## config.mk

```make
export PLATFORM = sky130hd
export DESIGN_NAME = display_scroller_flat
export DESIGN_NICKNAME = d
export VERILOG_FILES = /design/src/rtl/display_pkg.sv /design/src/rtl/display_scroller_if.sv /design/src/rtl/ascii_to_seg.sv /design/src/rtl/display_scroller.sv /design/src/flat_wrapper.sv
export SDC_FILE = /design/constraint.sdc
export NUM_CORES = 1
export LEC_CHECK = 0
export ABC_AREA = 1
export CORE_UTILIZATION = 30
export CTS_CLUSTER_DIAMETER = 200
export DETAILED_ROUTE_END_ITERATION = 6
export SKIP_CTS_REPAIR_TIMING = 1
export SLEW_MARGIN = 20
export SYNTH_ARGS = -nofsm -noshare
export SYNTH_HDL_FRONTEND = slang
export SYNTH_HIERARCHICAL = 1
export SYNTH_SLANG_ARGS = --single-unit
```

## constraint.sdc

```tcl
create_clock -name clk -period 15.7 [get_ports clk]
set_input_delay 1.57 -clock clk [delete_from_list [all_inputs] [get_ports clk]]
set_output_delay 1.57 -clock clk [all_outputs]
set_load 0.01 [all_outputs]
```

## src/rtl/display_pkg.sv

```systemverilog
// Shared glyph constants and display state enum for the display scroller.
// Glyphs are active-low {g,f,e,d,c,b,a}.
package display_pkg;
    localparam logic [6:0] SEG_BLANK = 7'b1111111;
    localparam logic [6:0] SEG_0 = 7'b1000000, SEG_1 = 7'b1111001, SEG_2 = 7'b0100100,
                           SEG_3 = 7'b0110000, SEG_4 = 7'b0011001, SEG_5 = 7'b0010010,
                           SEG_6 = 7'b0000010, SEG_7 = 7'b1111000, SEG_8 = 7'b0000000,
                           SEG_9 = 7'b0010000;
    localparam logic [6:0] SEG_A = 7'b0001000, SEG_B = 7'b0000011, SEG_C = 7'b1000110,
                           SEG_D = 7'b0100001, SEG_E = 7'b0000110, SEG_F = 7'b0001110,
                           SEG_G = 7'b1000010, SEG_H = 7'b0001001, SEG_I = 7'b1001111,
                           SEG_J = 7'b1100001, SEG_K = 7'b0001010, SEG_L = 7'b1000111,
                           SEG_M = 7'b1101010, SEG_N = 7'b0101011, SEG_O = 7'b0100011,
                           SEG_P = 7'b0001100, SEG_Q = 7'b0011000, SEG_R = 7'b0101111,
                           SEG_S = 7'b0010010, SEG_T = 7'b0000111, SEG_U = 7'b1000001,
                           SEG_V = 7'b1100011, SEG_W = 7'b1010101, SEG_X = 7'b0001011,
                           SEG_Y = 7'b0010001, SEG_Z = 7'b0100100;

    typedef enum logic [1:0] {EMPTY, STATIC, SCROLL} disp_state_e;
endpackage

```

## src/rtl/display_scroller_if.sv

```systemverilog
// Character handshake from the encryption stage into the display scroller.
interface display_scroller_if;
    logic [7:0] char_in;
    logic       char_valid;
    logic       char_ready;

    modport master (output char_in, output char_valid, input char_ready);
    modport slave  (input char_in, input char_valid, output char_ready);
endinterface

```

## src/rtl/ascii_to_seg.sv

```systemverilog
// Combinational ASCII to active-low 7-segment glyph; letters are case-folded.
module ascii_to_seg
    import display_pkg::*;
(
    input  logic [7:0] ch_i,
    output logic [6:0] seg_o
);
    logic [7:0] up;

    always_comb begin
        up = ch_i;
        if (ch_i >= "a" && ch_i <= "z") up = ch_i - 8'd32;
        seg_o = SEG_BLANK;
        case (up)
            "0": seg_o = SEG_0;  "1": seg_o = SEG_1;  "2": seg_o = SEG_2;
            "3": seg_o = SEG_3;  "4": seg_o = SEG_4;  "5": seg_o = SEG_5;
            "6": seg_o = SEG_6;  "7": seg_o = SEG_7;  "8": seg_o = SEG_8;
            "9": seg_o = SEG_9;
            "A": seg_o = SEG_A;  "B": seg_o = SEG_B;  "C": seg_o = SEG_C;
            "D": seg_o = SEG_D;  "E": seg_o = SEG_E;  "F": seg_o = SEG_F;
            "G": seg_o = SEG_G;  "H": seg_o = SEG_H;  "I": seg_o = SEG_I;
            "J": seg_o = SEG_J;  "K": seg_o = SEG_K;  "L": seg_o = SEG_L;
            "M": seg_o = SEG_M;  "N": seg_o = SEG_N;  "O": seg_o = SEG_O;
            "P": seg_o = SEG_P;  "Q": seg_o = SEG_Q;  "R": seg_o = SEG_R;
            "S": seg_o = SEG_S;  "T": seg_o = SEG_T;  "U": seg_o = SEG_U;
            "V": seg_o = SEG_V;  "W": seg_o = SEG_W;  "X": seg_o = SEG_X;
            "Y": seg_o = SEG_Y;  "Z": seg_o = SEG_Z;
            default: seg_o = SEG_BLANK;
        endcase
    end
endmodule

```

## src/rtl/display_scroller.sv

```systemverilog
// Message buffer, static/scroll FSM and multiplexed 7-segment scan.
// SCROLL_GAP_EN appends DIGITS blank positions to the scroll stream.
module display_scroller
    import display_pkg::*;
#(
    parameter int DIGITS      = 4,
    parameter int BUF_DEPTH   = 16,
    parameter int REFRESH_DIV = 50000,
    parameter int SCROLL_DIV  = 25000000
) (
    input  logic                           clk,
    input  logic                           rst,
    display_scroller_if.slave              ch,
    input  logic                           clear,
    output logic [6:0]                     seg_n,
    output logic [DIGITS-1:0]              an_n,
    output logic [$clog2(BUF_DEPTH+1)-1:0] count
);
    localparam int CW = $clog2(BUF_DEPTH + 1);
    localparam int AW = $clog2(BUF_DEPTH);
    localparam int IW = $clog2(DIGITS);
    localparam int WW = $clog2(BUF_DEPTH + DIGITS + 1);
`ifdef SCROLL_GAP_EN
    localparam int GAP = DIGITS;
`else
    localparam int GAP = 0;
`endif

    logic [7:0]        buf_q [BUF_DEPTH];
    logic [CW-1:0]     count_q, count_d;
    logic [WW-1:0]     wp_q, wp_d, len;
    logic [31:0]       scnt_q, scnt_d, rcnt_q, rcnt_d;
    logic [IW-1:0]     idx_q, idx_d;
    logic [6:0]        seg_q, seg_d, glyph;
    logic [DIGITS-1:0] an_q, an_d;
    disp_state_e       state_q, state_d;
    logic [WW:0]       pos;
    logic [7:0]        shown;
    logic              wr;

    assign ch.char_ready = (count_q != CW'(BUF_DEPTH)) && !clear;
    assign wr    = ch.char_valid && ch.char_ready;
    assign len   = WW'(count_q) + WW'(GAP);
    assign count = count_q;
    assign seg_n = seg_q;
    assign an_n  = an_q;

    always_ff @(posedge clk) begin
        if (wr) buf_q[count_q[AW-1:0]] <= ch.char_in;
    end

    always_comb begin
        count_d = count_q;
        if (clear)   count_d = '0;
        else if (wr) count_d = count_q + 1'b1;

        if (count_d == '0)                state_d = EMPTY;
        else if (count_d <= CW'(DIGITS))  state_d = STATIC;
        else                              state_d = SCROLL;

        wp_d   = wp_q;
        scnt_d = scnt_q;
        if (state_d == SCROLL && state_q != SCROLL) begin
            wp_d   = '0;
            scnt_d = '0;
        end else if (state_q == SCROLL) begin
            if (scnt_q == 32'(SCROLL_DIV - 1)) begin
                scnt_d = '0;
                wp_d   = (wp_q + 1'b1 == len) ? '0 : wp_q + 1'b1;
            end else begin
                scnt_d = scnt_q + 32'd1;
            end
        end
        if (clear) begin
            wp_d   = '0;
            scnt_d = '0;
        end

        rcnt_d = rcnt_q + 32'd1;
        idx_d  = idx_q;
        if (rcnt_q == 32'(REFRESH_DIV - 1)) begin
            rcnt_d = '0;
            idx_d  = (idx_q == IW'(DIGITS - 1)) ? '0 : idx_q + 1'b1;
        end
    end

    // Window position wraps at most once since wp < L and idx < DIGITS <= L.
    always_comb begin
        pos = (WW+1)'(wp_q) + (WW+1)'(idx_q);
        if (pos >= {1'b0, len}) pos = pos - {1'b0, len};
        shown = 8'h00;
        case (state_q)
            STATIC:  if (CW'(idx_q) < count_q) shown = buf_q[AW'(idx_q)];
            SCROLL:  if (pos < (WW+1)'(count_q)) shown = buf_q[pos[AW-1:0]];
            default: shown = 8'h00;
        endcase
        seg_d = clear ? SEG_BLANK : glyph;
        an_d  = ~(DIGITS'(1) << idx_q);
    end

    ascii_to_seg u_dec (.ch_i(shown), .seg_o(glyph));

    always_ff @(posedge clk or posedge rst) begin
        if (rst) begin
            count_q <= '0;
            wp_q    <= '0;
            state_q <= EMPTY;
            scnt_q  <= '0;
            rcnt_q  <= '0;
            idx_q   <= '0;
            seg_q   <= SEG_BLANK;
            an_q    <= '1;
        end else begin
            count_q <= count_d;
            wp_q    <= wp_d;
            state_q <= state_d;
            scnt_q  <= scnt_d;
            rcnt_q  <= rcnt_d;
            idx_q   <= idx_d;
            seg_q   <= seg_d;
            an_q    <= an_d;
        end
    end
endmodule

```

## src/flat_wrapper.sv

```systemverilog
// flat-port wrapper written by rule: the top's interface ports become plain ports
module display_scroller_flat import display_pkg::*;
#(
    parameter int DIGITS      = 4,
    parameter int BUF_DEPTH   = 16,
    parameter int REFRESH_DIV = 50000,
    parameter int SCROLL_DIV  = 25000000
)
  (clk, rst, clear, seg_n, an_n, count, ch_char_in, ch_char_valid, ch_char_ready);
  display_scroller_if ch_i ();
  input  logic clk;
  input  logic rst;
  input  logic clear;
  output logic [6:0] seg_n;
  output logic [DIGITS-1:0] an_n;
  output logic [$clog2(BUF_DEPTH+1)-1:0] count;
  input wire logic [$bits(ch_i.char_in)-1:0] ch_char_in;
  input wire logic [$bits(ch_i.char_valid)-1:0] ch_char_valid;
  output wire logic [$bits(ch_i.char_ready)-1:0] ch_char_ready;
  assign ch_i.char_in = ch_char_in;
  assign ch_i.char_valid = ch_char_valid;
  assign ch_char_ready = ch_i.char_ready;
  display_scroller #(.DIGITS(DIGITS), .BUF_DEPTH(BUF_DEPTH), .REFRESH_DIV(REFRESH_DIV), .SCROLL_DIV(SCROLL_DIV)) u_core (.clk(clk), .rst(rst), .ch(ch_i), .clear(clear), .seg_n(seg_n), .an_n(an_n), .count(count));
endmodule
```

After elaboration in Yosys (flattened, before gate mapping). Memory sizes are Yosys's and may differ from the RTL's. Cells that the tools add are included.

Word-level logic and storage cells: 68. Bits of input ports: 12. Memory bits (writable): 128. Bits in latches: 0. ROM bits: 896. Output and inout port bits: 17. Memories: 2. Flip-flop bits (word level): 89.

Memory list: (no name shown) (depth 128, width 7, rd ports 1, clocked after memory_dff 0, write ports 0, line ascii_to_seg.sv:14) `case (up)`; u_core.buf_q (depth 16, width 8, rd ports 2, clocked after memory_dff 0, write ports 1, line display_scroller.sv:29) `logic [7:0] buf_q [BUF_DEPTH];`.

Multipliers: 0. Reduce and logical (&&, ||, !) cells: 9. Equal/unequal tests: 9. Divide/modulo/power cells: 0. $add $sub $neg: 8. Multiplexer cells: 24. Bitwise logic cells: 1. Shift-type cells: 1. $lt $le $gt $ge: 6.

Operators with widths (count): $mux W32 (5); $add A32 B1 Y32 const B (2); $mux W5 (7); $eq A32 B16 Y1 const B (1); $eq A32 B25 Y1 const B (1); $mux W8 (3); $pmux W8 S2 (1); $mux W7 (2); $add A5 B1 Y5 const B (2); $ge A8 B7 Y1 const B (1); $le A8 B7 Y1 const B (1); $sub A8 B6 Y8 const B (1); $add A5 B2 Y6 (1); $eq A2 B2 Y1 const B (3); $ge A6 B5 Y1 (1); $lt A6 B5 Y1 (1); $mux W2 (3); $mux W6 (1); $reduce_bool A3 Y1 (2); $sub A6 B5 Y6 (1); $eq A5 B5 Y1 (1); $le A5 B3 Y1 const B (1); $logic_not A5 Y1 (1); $lt A2 B5 Y1 (1); other kinds (10) (14).

Longest topological paths before layout.
Depth in word-level cells: 12. Mapped depth: 34. Gate-level depth less buffers: 34.

Cells and area by module. Netlist, hierarchy kept.

Modules (own cells, without submodules): display_scroller (area an instance 11312.1 µm², times used 1, sequential area each 6084.6 µm², cells an instance 1265); ascii_to_seg (area an instance 823.3 µm², times used 1, sequential area each 0.0 µm², cells an instance 161).

Worst setup path before layout. OpenSTA, ideal clock, no wires.

Path type: register -> register. From: register u_core.wp_q[0]. To: register u_core.seg_q[3] (netlist: u_core/seg_n[3]). Period minus slack after synthesis: 5.436 ns. Arrival: 5.352 ns. Cell stages (with the launch flop): 30. Path buffers: 0. Required time: 15.616 ns. Path slack: 10.264 ns. Library setup time: 0.084 ns. Cell sequence: dfrtp_1 -> ha_1 -> fa_1 -> inv_1 -> fa_1 -> inv_1 -> nand3_1 -> nand2_1 -> nand2_1 -> nand3_2 -> inv_1 -> o21ai_2 -> clkinv_1 -> ha_1 -> a21oi_1 -> nand2_1 -> a21oi_1 -> nand3_1 -> a21oi_1 -> inv_1 -> ha_1 -> inv_1 -> nand2_1 -> nand3_1 -> nand2_1 -> a21oi_1 -> nand2_1 -> nand2_1 -> nand3_1 -> or2_2.

Cells in the longest elaborated chain, start to end: 12. Elaborated cells on any way between the ends: 16. Classes of those cells: add/sub: 3; order compare: 4; mux: 6; reduce/logical: 1; memory: 2.

RTL lines: from (decl) (line display_scroller.sv:31) `logic [WW-1:0] wp_q, wp_d, len;`; from (signal assigned) (line display_scroller.sv:115) `wp_q <= wp_d;`; $add A5 B2 Y6 (*) (line display_scroller.sv:89) `pos = (WW+1)'(wp_q) + (WW+1)'(idx_q);`; $sub A6 B5 Y6 / $ge A6 B5 Y1 (equally long branches) (line display_scroller.sv:90) `if (pos >= {1'b0, len}) pos = pos - {1'b0, len};`; $mux W6 (*) (line display_scroller.sv:90); $mem_v2 Z16 W8 / $lt A6 B5 Y1 (equally long branches); $mux W8 (*) (line display_scroller.sv:94) `SCROLL: if (pos < (WW+1)'(count_q)) shown = buf_q[pos[AW-1:0]];`; $pmux W8 S2 (*) (line display_scroller.sv:92) `case (state_q)`; via u_core.shown[0] (line display_scroller.sv:38) `logic [7:0] shown;`; $ge A8 B7 Y1 / $le A8 B7 Y1 (equally long branches) (line ascii_to_seg.sv:12) `if (ch_i >= "a" && ch_i <= "z") up = ch_i - 8'd32;`; $logic_and A1 B1 Y1 (line ascii_to_seg.sv:12); $mux W8 (*) (line ascii_to_seg.sv:12); $mem_v2 Z128 W7; $mux W7 (*) (line ascii_to_seg.sv:14); via u_core.glyph[3] (line display_scroller.sv:34) `logic [6:0] seg_q, seg_d, glyph;`; $mux W7 (*) (line display_scroller.sv:97) `seg_d = clear ? SEG_BLANK : glyph;`; via u_core.seg_d[3] (line display_scroller.sv:34); to (signal assigned) (line display_scroller.sv:120) `seg_q <= seg_d;`; to (decl) (line display_scroller.sv:34).

The timed path passes the listed nets; every way through them passes the cells marked *. A chain may end at the register's enable or synchronous reset.

Worst setup path in the final report.
From: register u_core.idx_q[0]. To: register u_core.seg_q[3] (netlist: u_core/seg_n[3]).

Cells in the longest elaborated chain, start to end: 12. Elaborated cells on any way between the ends: 18. Classes of those cells: add/sub: 3; order compare: 5; mux: 7; reduce/logical: 1; memory: 2.

RTL lines: from (decl) (line display_scroller.sv:33) `logic [IW-1:0] idx_q, idx_d;`; from (signal assigned) (line display_scroller.sv:119) `idx_q <= idx_d;`; $add A5 B2 Y6 (line display_scroller.sv:89); $sub A6 B5 Y6 / $ge A6 B5 Y1 (equally long branches) (line display_scroller.sv:90); $mux W6 (line display_scroller.sv:90); $mem_v2 Z16 W8 / $lt A6 B5 Y1 (equally long branches); $mux W8 (line display_scroller.sv:94); $pmux W8 S2 (*) (line display_scroller.sv:92); via u_core.shown[0] (line display_scroller.sv:38); $ge A8 B7 Y1 / $le A8 B7 Y1 (equally long branches) (line ascii_to_seg.sv:12); $logic_and A1 B1 Y1 (line ascii_to_seg.sv:12); $mux W8 (*) (line ascii_to_seg.sv:12); $mem_v2 Z128 W7; $mux W7 (*) (line ascii_to_seg.sv:14); via u_core.glyph[3] (line display_scroller.sv:34); $mux W7 (*) (line display_scroller.sv:97); via u_core.seg_d[3] (line display_scroller.sv:34).

Marked as above.

==> results.sh <==
export IMPL_hpwlAfterDp_um=21000
export IMPL_slowest_delay_ns=0.66
export IMPL_p_total_mw=1.55
export IMPL_crit_type="reg -> reg"
export IMPL_cts_buffer_depth=3
export IMPL_hold_path_class="reg -> reg"
export IMPL_cap_violations=0
export IMPL_vias_per_cell=4.88
export IMPL_grt_ovfl_total=0
export IMPL_setup_slack_ns=8.86
export IMPL_syn_num_nets=1474
export IMPL_cts_tree="yes"
export IMPL_ys_types=50
export IMPL_coreArea_mm2=0.0398
export IMPL_wl_um=30500
export IMPL_syn_instance_count=1426
export IMPL_placementRows=73
export IMPL_p_sw_mw=0.511
export IMPL_required_ns=16.16
export IMPL_finalHoldViolCount=0
export IMPL_setup_tns_final_ns=0
export IMPL_start_kind="flop"
export IMPL_seq_area_frac_synth=0.501
export IMPL_critPathSlowestCell="dfrtp_1"
export IMPL_cts_root_buf="clkbuf_16"
export IMPL_die_h_um=203
export IMPL_busiest_layer="met2"
export IMPL_combPwrFrac=0.249
export IMPL_drive_above_1_share=0.0680
export IMPL_hold_path_end="u_core/rcnt_q[0]"
export IMPL_clk_latency_ns=0.54
export IMPL_die_w_um=203
export IMPL_async_reset_ff_frac=0.410
export IMPL_ff2ff_path_depth=29
export IMPL_place_congestion=0.901
export IMPL_cp_arrival_ns=7.30
export IMPL_diodes=0
export IMPL_worst_setup_path_end_kind="flop"
export IMPL_clk_pin_slew_ns=0.06
export IMPL_fin_crit_sh=0.436
export IMPL_power_leakage_nw=5.34
export IMPL_clock_skew_ns=0.0141
export IMPL_finalCriticalPeriod_ns=6.84
export IMPL_first_iter_violations=789
export IMPL_synth_main_ff_cell="edfxtp_1"
export IMPL_ir_drop_mv=0.116
export IMPL_synth_edf_count=128
export IMPL_drc_errors=0
export IMPL_syn2layout_area_growth_pct=12.5
export IMPL_grt_util_met3=0.0263
export IMPL_clock_sinks=217
export IMPL_vias=9675
export IMPL_r2r_end="u_core/seg_n[3]"
export IMPL_worst_pin_slew_ns=0.904
export IMPL_drv_slew=0
export IMPL_antenna_left=0
export IMPL_grt_pass1_vias=9296
export IMPL_wire_per_inst_um=15.4
export IMPL_finalNetCount=1486
export IMPL_slew_headroom=0.395
export IMPL_cpMostUsedCell="nand2_1"
export IMPL_met2_usage=0.241
export IMPL_whs_path_depth=1
export IMPL_grt_first_pass_wirelength_um=49800
export IMPL_grt_use_total=0.150
export IMPL_yosys_warnings=6
export IMPL_die_area_mm2=0.0413
export IMPL_antenna_found_initial=0
export IMPL_sw_frac_of_total=0.331
export IMPL_place_ws_ns=8.82
export IMPL_finalSetupViolCount=0
export IMPL_power_density_mw_per_mm2=113
export IMPL_p_seq_frac=0.400
export IMPL_layout_common_cells="nand2_1, nand3_1, edfxtp_1"
export IMPL_max_clock_freq_mhz=146
export IMPL_synth_seq_cells=217
export IMPL_ctsHtreeMaxLevel=1
export IMPL_grt_max_degree=72
export IMPL_p_int_mw=1.04
export IMPL_cts_buffers=24
export IMPL_rsz0062_at_grt="no"
export IMPL_ios=29
export IMPL_syn_mean_instance_area_um2=8.51
export IMPL_n_fill_cell=4168
export IMPL_path_max_fanout=21
export IMPL_status="complete, no violations"
export IMPL_floorplan_initialDensity=0.305
export IMPL_timing_rr_start="u_core/idx_q[0]"
export IMPL_final_common_cell="nand2_1"
export IMPL_p_clk_frac=0.351
export IMPL_numPortBuffers=28
export IMPL_grt_use_met1=0.203
export IMPL_reg2reg_slack_ns=8.86
export IMPL_min_from="u_core/rcnt_q[0]"
export IMPL_synth_area_mm2=0.0121
export IMPL_drtPass1Iterations=5
[through the flow]
step / utilization / cells / hold WS (ns) / instance area, um^2
floorplan: - / 1426 / 0.425 / 12100
global placement: 0.323 / 1937 / 0.439 / 12900
detailed placement: 0.323 / 1937 / 0.462 / 12900
CTS: 0.343 / 1981 / 0.470 / 13600
global route: 0.343 / 1981 / 0.488 / 13600
finish: 0.343 / 1981 / 0.472 / 13600
[worst max path at each step]
stage | startpoint | endpoint | slack (ns) | cells after the start
finish | u_core/idx_q[0] | u_core/seg_n[3] | 8.86 | 29
global route | u_core/idx_q[0] | u_core/seg_n[3] | 8.19 | 29
CTS | u_core/idx_q[0] | u_core/seg_n[4] | 8.79 | 26
detailed placement | u_core/idx_q[0] | u_core/seg_n[4] | 8.82 | 26
global placement | u_core/idx_q[0] | u_core/seg_n[4] | 9.08 | 26
floorplan | u_core/wp_q[0] | u_core/seg_n[3] | 10.26 | 29
[layout make-up]
cell class | count | area, um^2 | share of cell area
Sequential cell | 217 | 6080 | 0.446
Multi-Input combinational cell | 1023 | 5280 | 0.387
Tap cell | 525 | 657 | 0.0481
Clock buffer | 30 | 643 | 0.0471
Inverter | 135 | 515 | 0.0378
Timing Repair Buffer | 37 | 348 | 0.0255
Clock inverter | 14 | 120 | 0.00880
[worst max-delay path: cells and delay by family (launching register included)]
kind,cells,cell delay (ns)
simple gates,13,1.33
compound gates,5,1.68
buf+inv,6,0.95
flops,1,0.66
fa+ha+maj,5,2.15
[layer usage]
| layer | routed length, um | up-vias | share of wire |
|---|---|---|---|
| li1 | - | 4845 | - |
| met1 | 13900 | 4496 | 0.46 |
| met2 | 14000 | 275 | 0.46 |
| met3 | 1610 | 59 | 0.053 |
| met4 | 1020 | 0 | 0.033 |
| met5 | 0 | - | 0 |
[power by group through the flow]
stage	Combinational, mW	Sequential [mW]	Clock (mW)
after floorplan	0.274	0.627	0
after global placement	0.384	0.629	0
after detailed placement	0.385	0.629	0
after CTS	0.387	0.618	0.561
after global routing	0.430	0.619	0.585
final	0.386	0.618	0.543
[cells in the mapped netlist (all sizes together), types with 2 or more instances]
library cell,instances,share of area
o21a,2,0.0012
or2,10,0.0052
dfstp,11,0.024
o211ai,3,0.0019
o21ai,60,0.025
a31oi,2,0.0010
nand3,204,0.087
clkbuf,16,0.0051
xor2,30,0.022
nor4,21,0.011
nor3,38,0.017
buf,35,0.018
nand2,385,0.12
a22oi,7,0.0043
a21oi,52,0.022
xnor2,20,0.014
edfxtp,128,0.32
inv,132,0.041
nand3b,13,0.0080
dfrtp,78,0.16
nor2,101,0.033
fa,2,0.0033
clkinv,3,0.0010
ha,34,0.035
nand4,33,0.018
[state kept, by name, indices dropped and copies added, names as in the netlist]
register / cells
u_core/buf_q: 128
u_core/scnt_q: 32
u_core/idx_q: 2
u_core/an_n: 4
u_core/count: 5
u_core/state_q: 2
u_core/rcnt_q: 32
u_core/wp_q: 5
u_core/seg_n: 7
[cell families after synthesis]
family,count (synthesis),synth area share
simple gates,807,0.301
fa+ha+maj,36,0.0384
buf+inv,186,0.0650
flops,217,0.501
xor+xnor,50,0.0361
compound gates,130,0.0579
(Power assumes the default switching activity.)
